<file path="config.mk">
export PLATFORM = sky130hd
export DESIGN_NAME = encoder_velocity_flat
export DESIGN_NICKNAME = d
export VERILOG_FILES = /design/src/rtl/motor_ctrl_pkg.sv /design/src/rtl/encoder_velocity_if.sv /design/src/rtl/window_tick_gen.sv /design/src/rtl/encoder_velocity.sv /design/src/flat_wrapper.sv
export SDC_FILE = /design/constraint.sdc
export NUM_CORES = 1
export LEC_CHECK = 0
export BUFFER_PORTS_ARGS = -buffer_cell sky130_fd_sc_hd__buf_2
export CAP_MARGIN = 10
export CORE_MARGIN = 8
export CORE_UTILIZATION = 30
export DETAILED_ROUTE_END_ITERATION = 6
export PLACE_DENSITY_LB_ADDON = 0.12
export SETUP_SLACK_MARGIN = 0.02
export SYNTH_ARGS = -nofsm -noshare
export SYNTH_HDL_FRONTEND = slang
export SYNTH_SLANG_ARGS = --single-unit
</file>
<file path="constraint.sdc">
create_clock -name clk -period 3.1 [get_ports clk]
set_input_delay 0.62 -clock clk [delete_from_list [all_inputs] [get_ports clk]]
set_output_delay 0.62 -clock clk [all_outputs]
set_load 0.02 [all_outputs]
</file>
<file path="src/rtl/motor_ctrl_pkg.sv">
// Shared motor-control types and default constants for the encoder velocity block.
package motor_ctrl_pkg;

    typedef enum logic [1:0] {
        IDLE  = 2'd0,
        PRIME = 2'd1,
        RUN   = 2'd2
    } vel_state_t;

    localparam int DEFAULT_WINDOW_CYCLES = 50000;
    localparam int DEFAULT_STALL_WINDOWS = 8;
    localparam int DEFAULT_COUNT_W       = 16;

endpackage

</file>
<file path="src/rtl/encoder_velocity_if.sv">
// Encoder velocity bus: enable/count in from the counter stage, speed/status out.
interface encoder_velocity_if
    import motor_ctrl_pkg::*;
#(
    parameter int COUNT_W = DEFAULT_COUNT_W
);
    logic               enable;
    logic [COUNT_W-1:0] enc_count;
    logic [COUNT_W-1:0] speed;
    logic               speed_valid;
    logic               stalled;

    modport master (
        output enable, enc_count,
        input  speed, speed_valid, stalled
    );

    modport slave (
        input  enable, enc_count,
        output speed, speed_valid, stalled
    );
endinterface

</file>
<file path="src/rtl/window_tick_gen.sv">
// Measurement window counter; tick is high on the last cycle of each window.
module window_tick_gen
    import motor_ctrl_pkg::*;
#(
    parameter int WINDOW_CYCLES = DEFAULT_WINDOW_CYCLES
) (
    input  logic clk,
    input  logic reset,
    input  logic clear,
    output logic tick
);
    localparam int CW = $clog2(WINDOW_CYCLES);
    localparam logic [CW-1:0] LAST = CW'(WINDOW_CYCLES - 1);

    logic [CW-1:0] count;

    assign tick = (count == LAST);

    always_ff @(posedge clk) begin
        if (reset || clear) begin
            count <= '0;
        end else if (tick) begin
            count <= '0;
        end else begin
            count <= count + CW'(1);
        end
    end
endmodule

</file>
<file path="src/rtl/encoder_velocity.sv">
// Windowed encoder speed measurement with stall detection.
// Optional 4-window moving average of speed when ENC_VEL_AVG_EN is defined.
module encoder_velocity
    import motor_ctrl_pkg::*;
#(
    parameter int WINDOW_CYCLES = DEFAULT_WINDOW_CYCLES,
    parameter int COUNT_W       = DEFAULT_COUNT_W,
    parameter int STALL_WINDOWS = DEFAULT_STALL_WINDOWS
) (
    input  logic               clk,
    input  logic               reset,
    encoder_velocity_if.slave  bus
);
    localparam int ZW = $clog2(STALL_WINDOWS + 1);
    localparam logic [ZW-1:0] ZERO_SAT = ZW'(STALL_WINDOWS);

    vel_state_t state, state_next;

    logic                      tick;
    logic                      prime_tick;
    logic                      run_tick;
    logic                      enter_prime;
    logic [COUNT_W-1:0]        prev_count;
    logic signed [COUNT_W-1:0] delta;
    logic [COUNT_W-1:0]        speed_calc;
    logic [ZW-1:0]             zero_cnt;
    logic [ZW-1:0]             zero_next;
    logic [COUNT_W-1:0]        speed_r;
    logic                      speed_valid_r;
    logic                      stalled_r;

    window_tick_gen #(
        .WINDOW_CYCLES (WINDOW_CYCLES)
    ) u_tick_gen (
        .clk   (clk),
        .reset (reset),
        .clear (~bus.enable),
        .tick  (tick)
    );

    always_ff @(posedge clk) begin
        if (reset) begin
            state <= IDLE;
        end else begin
            state <= state_next;
        end
    end

    // enable low overrides every transition, including one on a tick cycle
    always_comb begin
        state_next  = state;
        prime_tick  = 1'b0;
        run_tick    = 1'b0;
        enter_prime = 1'b0;
        case (state)
            IDLE: begin
                if (bus.enable) begin
                    state_next  = PRIME;
                    enter_prime = 1'b1;
                end
            end
            PRIME: begin
                if (tick) begin
                    state_next = RUN;
                    prime_tick = bus.enable;
                end
            end
            RUN: begin
                run_tick = tick && bus.enable;
            end
            default: state_next = IDLE;
        endcase
        if (!bus.enable) begin
            state_next = IDLE;
        end
    end

    assign delta = bus.enc_count - prev_count;

    always_comb begin
        zero_next = '0;
        if (delta == '0) begin
            zero_next = (zero_cnt == ZERO_SAT) ? zero_cnt : zero_cnt + ZW'(1);
        end
    end

`ifdef ENC_VEL_AVG_EN
    logic signed [COUNT_W-1:0] hist [3];
    logic signed [COUNT_W+1:0] sum;

    always_comb begin
        sum = {{2{delta[COUNT_W-1]}}, delta}
            + {{2{hist[0][COUNT_W-1]}}, hist[0]}
            + {{2{hist[1][COUNT_W-1]}}, hist[1]}
            + {{2{hist[2][COUNT_W-1]}}, hist[2]};
        speed_calc = COUNT_W'(sum >>> 2);
    end

    // history restarts from zeros each time a new measurement run is primed
    always_ff @(posedge clk) begin
        if (reset || enter_prime) begin
            hist[0] <= '0;
            hist[1] <= '0;
            hist[2] <= '0;
        end else if (run_tick) begin
            hist[2] <= hist[1];
            hist[1] <= hist[0];
            hist[0] <= delta;
        end
    end
`else
    assign speed_calc = delta;
`endif

    always_ff @(posedge clk) begin
        if (reset) begin
            prev_count    <= '0;
            zero_cnt      <= '0;
            speed_r       <= '0;
            speed_valid_r <= 1'b0;
            stalled_r     <= 1'b0;
        end else begin
            speed_valid_r <= run_tick;
            if (prime_tick || run_tick) begin
                prev_count <= bus.enc_count;
            end
            if (run_tick) begin
                speed_r   <= speed_calc;
                zero_cnt  <= zero_next;
                stalled_r <= (zero_next == ZERO_SAT);
            end
        end
    end

    assign bus.speed       = speed_r;
    assign bus.speed_valid = speed_valid_r;
    assign bus.stalled     = stalled_r;
endmodule

</file>
<file path="src/flat_wrapper.sv">
// flat-port wrapper written by rule: the top's interface ports become plain ports
module encoder_velocity_flat import motor_ctrl_pkg::*;
#(
    parameter int WINDOW_CYCLES = DEFAULT_WINDOW_CYCLES,
    parameter int COUNT_W       = DEFAULT_COUNT_W,
    parameter int STALL_WINDOWS = DEFAULT_STALL_WINDOWS
)
  (clk, reset, bus_enable, bus_enc_count, bus_speed, bus_speed_valid, bus_stalled);
  encoder_velocity_if #(.COUNT_W(COUNT_W)) bus_i ();
  input  logic clk;
  input  logic reset;
  input wire logic [$bits(bus_i.enable)-1:0] bus_enable;
  input wire logic [$bits(bus_i.enc_count)-1:0] bus_enc_count;
  output wire logic [$bits(bus_i.speed)-1:0] bus_speed;
  output wire logic [$bits(bus_i.speed_valid)-1:0] bus_speed_valid;
  output wire logic [$bits(bus_i.stalled)-1:0] bus_stalled;
  assign bus_i.enable = bus_enable;
  assign bus_i.enc_count = bus_enc_count;
  assign bus_speed = bus_i.speed;
  assign bus_speed_valid = bus_i.speed_valid;
  assign bus_stalled = bus_i.stalled;
  encoder_velocity #(.WINDOW_CYCLES(WINDOW_CYCLES), .COUNT_W(COUNT_W), .STALL_WINDOWS(STALL_WINDOWS)) u_core (.clk(clk), .reset(reset), .bus(bus_i));
endmodule
</file>
== Word-level counts from Yosys, hierarchy flattened ==
Cells that the tools add are included.
Widths: inputs -> output; s select.

* Equal/unequal tests: 6
* Reductions and logical operators: 8
* Add/subtract/negate cells: 3
* Multiplexer cells: 7
* Bitwise gates (word level): 2

{| class="wikitable"
|+ Operator list
! cell !! number
|-
| $add 16x1->16 const B || 1
|-
| $eq 16x16->1 const B || 1
|-
| $logic_not 16->1 || 1
|-
| $sub 16x16->16 || 1
|-
| $eq 4x4->1 const B || 2
|-
| $mux 4 || 2
|-
| $pmux 2 s3 || 1
|-
| $add 4x1->4 const B || 1
|-
| $reduce_or 2->1 || 2
|-
| $mux 1 || 3
|-
| $eq 2x1->1 const B || 1
|-
| $eq 2x2->1 const B || 1
|-
| $logic_not 2->1 || 1
|-
| $logic_or 1x1->1 || 2
|-
| $mux 2 || 1
|-
| $ne 2x1->1 const B || 1
|-
| $not 1->1 || 2
|-
| $reduce_and 2->1 || 1
|-
| $logic_and 1x1->1 || 1
|}

* Logic and storage cells: 33
* Input port bits: 19
* Flip-flop bits (word level): 56
* Output and inout port bits: 18

== Longest topological paths before layout ==
* Depth after elaboration: 4
* Gate-level depth with buffers: 12
* Gate-level depth less buffers: 12

== Hierarchy ==
Synthesis repeated with hierarchy kept, for this count alone.

* Cells, all modules: 383
* Area total of the unflattened synthesis: 3139.3 µm²

{| class="wikitable"
|+ Modules (own cells, without submodules)
! module !! cells an instance !! area each (µm²) !! seq. area each (µm²) !! times used
|-
| encoder_velocity || 303 || 2418.6 || 800.8 || 1
|-
| window_tick_gen || 80 || 720.7 || 320.3 || 1
|}

== Worst setup path before layout ==
Ideal clock, no wire load.

* Path kind: input to register
* Start: input port bus_enc_count[0]
* End: register u_core.stalled_r, in the netlist u_core.bus.stalled
* Arrival time: 2.916 ns
* Buffers on the path: 0
* Path slack: 0.113 ns
* Library setup time: 0.070 ns
* Data required time: 3.030 ns
* Stages: 12
* Cell sequence: inv_1 > ha_1 > fa_1 > and2b_1 > o2111a_1 > o2111ai_1 > a41oi_1 > xnor2_1 > nand3_1 > nor4b_4 > nand4b_1 > a21oi_1

* Cells in the longest elaborated chain, start to end: 4

{| class="wikitable"
|+ Ends and longest elaborated chain
! item !! RTL line !! source
|-
| from (decl) || flat_wrapper.sv:13 || <nowiki>input wire logic [$bits(bus_i.enc_count)-1:0] bus_enc_count;</nowiki>
|-
| $sub 16x16->16 || encoder_velocity.sv:78 || <nowiki>assign delta = bus.enc_count - prev_count;</nowiki>
|-
| $logic_not 16->1 || encoder_velocity.sv:82 || <nowiki>if (delta == '0) begin</nowiki>
|-
| $mux 4 || encoder_velocity.sv:82 ||
|-
| $eq 4x4->1 || encoder_velocity.sv:130 || <nowiki>stalled_r <= (zero_next == ZERO_SAT);</nowiki>
|-
| to (signal assigned) || encoder_velocity.sv:130 ||
|-
| to (decl) || encoder_velocity.sv:30 || <nowiki>logic stalled_r;</nowiki>
|}

No other way between the ends.
A chain may end at the register's enable or synchronous reset.

== Worst setup path in the final report ==
Same ends and word-level chain as after synthesis.

==> metrics.txt <==
ys flop type dfxtp_1; Ports 37; Slew Limit Headroom 0.505; synthesis warning total 0; Post-Synthesis Cells 398; H-tree depth 2; CP max stage delay 400 ps; post-route ant nets 0; Power Dens Cells 374 nW/um^2; Worst Setup Start Kind input port; share of cells above drive strength 1 0.181; Initial DRC Count 139; RSZ-0062 raised after global routing yes; Post-CTS Hold Buffers 0; hpwl dp 5890 microns; antenna cells 0; main combinational cell family by area after synthesis simple AND/OR/NAND/NOR gates; non-filler instance count after layout 588; Worst Setup End Kind register; Area Overhead vs Synth 20.2%; Die X 118 microns; DR pass1 iterations 4; Final GP Congestion 0.813; Core Region roughly 10000 sq um; number of synthesized flops with an enable pin 0; worst min path class reg2reg; TritonCTS clock tree built; maximum vdd ir drop between 0.15 and 0.2 mV; final hold violations 0; run status complete, no violations; CP cell instances buf_8, inv_4, ha_4, fa_2, and2b_1, o2111a_2, o2111a_1, a211oi_2, nor4_2, o2111ai_2, nor4b_4, nand4b_1, a21oi_2; total grt overflow 0; CTS sink cnt 56; CP required roughly 3400 ps; Yosys top cell area share 0.359; Synth Area in XOR/XNOR 0.0533; initial antenna violation count 0; number of global-route vias before repair 2748; Fmax ~0.34 GHz; DRC errors left 0; Final Cycle Share 0.941; Setup Skew 9.70 ps; actual slew at the worst max-slew pin 740 ps; final setup margin roughly 180 ps; clk buf depth 2; min cycle time layout 2920 ps; adder-cell share of the synthesized area 0.0785; CTS Buf Count 5; Synth Register Bits 56; MaxCap Viol Count 0; global-route wire length before repair about 13000 microns; final number of max-transition violations 0; syn avg cell area 7.85 sq um; GR Util All Layers 0.116; Die H 118 microns; most frequent cells in the layout nand2_1 (60), dfxtp_1 (56), a21oi_1 (38); # nets final slightly below 500; final wirelength 7860 microns; Clock transition at path regs 110 ps; Skew-Pair Late Insertion Delay around 320 ps; initial core utilization 0.305; largest cells by area after synthesis dfxtp_1 (36%), ha_1 (7.2%), nand2_1 (7.2%); post-synthesis instance area 3120 sq um; Place WS -283 ps; synthesized netlist net count 436; largest net degree at the start of global routing 27; FFs w/ async S/R, synth 0; Rows 37; Yosys cell types 54; sequential share of the synthesized area 0.359; DR vias/cell 4.89; # setup viols final 0; Critical-path top delay cell nor4b_4; Compound-Gate Fraction of Synth Area 0.197; post-DR wirelength/cell 13.4 microns; largest area contributor in the netlist dfxtp_1; Leak Pwr about 0.0014 uW; DR vias 2873; Cells after DPL 578; Simple-Gate Fraction of Synth Area 0.258; Die ar. about 14000 sq um; commonest non-fill, non-tap cell in the layout nand2_1; root buf cell clkbuf_8; largest fanout on the critical path 5; CP Class in2reg; port buffer count 36; multiplexer share of the synthesized area 0; crit path DAT 3180 ps
==> critical path, delay by kind of cell <==
| kind | cells | cell delay (ps) |
|---|---|---|
| AOI/OAI and AO/OA | 5 | 840 |
| and+or+nand+nor | 4 | 1060 |
| adders and majority gates | 2 | 530 |
| buffers and inverters | 2 | 110 |
==> cells by family (layout without fill, tap and decap cells) <==
family | after synthesis | in the layout
and+or+nand+nor | 164 | 164
AOI/OAI and AO/OA | 96 | 96
DFF | 56 | 56
buffers and inverters | 44 | 98
adders and majority gates | 19 | 19
xor gates and xnor gates | 19 | 19
==> what timing repair did <==
item,4_1_cts,5_1_grt
buffers inserted,0,2
gates resized for setup,0,12
setup endpoints to repair,0,5
==> area by class of cell <==
type                    count  area [sq um]
inverters                  30           115
well taps                 136           170
multi-input cells         298          1860
flip-flops and latches     56          1120
clock inverters             3          46.3
clock buffers               5          68.8
repair buffers             60           370
fillers                  1085          6470
==> flip-flops by register name, indices dropped and copies added, names as in the netlist <==
signal / count
u_core.u_tick_gen.count: 16
u_core.state: 2
u_core.prev_count: 16
u_core.bus.speed: 16
u_core.zero_cnt: 4
u_core.bus.stalled: 1
u_core.bus.speed_valid: 1
==> cells in the mapped netlist, types with 2 or more instances <==
cell	n
ha_1	18
a22oi_1	2
o2111ai_1	2
o21ai_0	17
inv_1	29
dfxtp_1	56
or3_1	10
and3_1	6
nor2_1	36
nor4bb_1	2
xnor2_1	13
nand2b_1	4
xor2_1	6
o31ai_1	2
o2111a_1	3
nand2_1	60
a21oi_1	39
and4_1	2
nor2b_1	5
a31oi_1	3
or2_2	2
clkbuf_1	12
nor3_1	10
o31a_1	2
nand3_1	16
a211oi_1	9
o21a_1	5
==> layer usage <==
layer	track usage	up-vias	share of wire
met1	0.144	1317	0.49
met3	0.0230	12	0.028
met4	0.0432	0	0.018
li1	-	1497	-
met5	0	-	0
met2	0.193	47	0.46
==> per-stage QoR <==
| step | hold slack (ps) | utilization | TNS, ps | total power (uW) | instance area [sq um] |
|---|---|---|---|---|---|
| 2_1_floorplan | 413 | - | 0 | 842 | 3120 |
| 3_3_place_gp | 427 | 0.350 | -801 | 912 | 3580 |
| 3_5_place_dp | 435 | 0.350 | -1040 | 912 | 3580 |
| 4_1_cts | 454 | 0.361 | 0 | 1420 | 3700 |
| 5_1_grt | 473 | 0.367 | -18.4 | 1470 | 3760 |
| 6_report | 444 | 0.367 | 0 | 1410 | 3760 |
==> power by group <==
part / switching (uW) / internal [uW] / total, uW
clock network: 261 / 244 / 505
logic: 98.7 / 79.4 / 178
registers: 1.52 / 721 / 722
total: 361 / 1040 / 1410
==> path summary, 6_finish.rpt <==
kind	end	depth (start not counted)	start	slack, ps
max	u_core.bus.stalled	13	bus_enc_count[0]	180
max reg2reg	u_core.bus.stalled	11	u_core.prev_count[0]	220
min reg2reg	u_core.u_tick_gen.count[0]	1	u_core.u_tick_gen.count[0]	440
min	u_core.u_tick_gen.count[0]	1	u_core.u_tick_gen.count[0]	440
(Power assumes the default switching activity.)
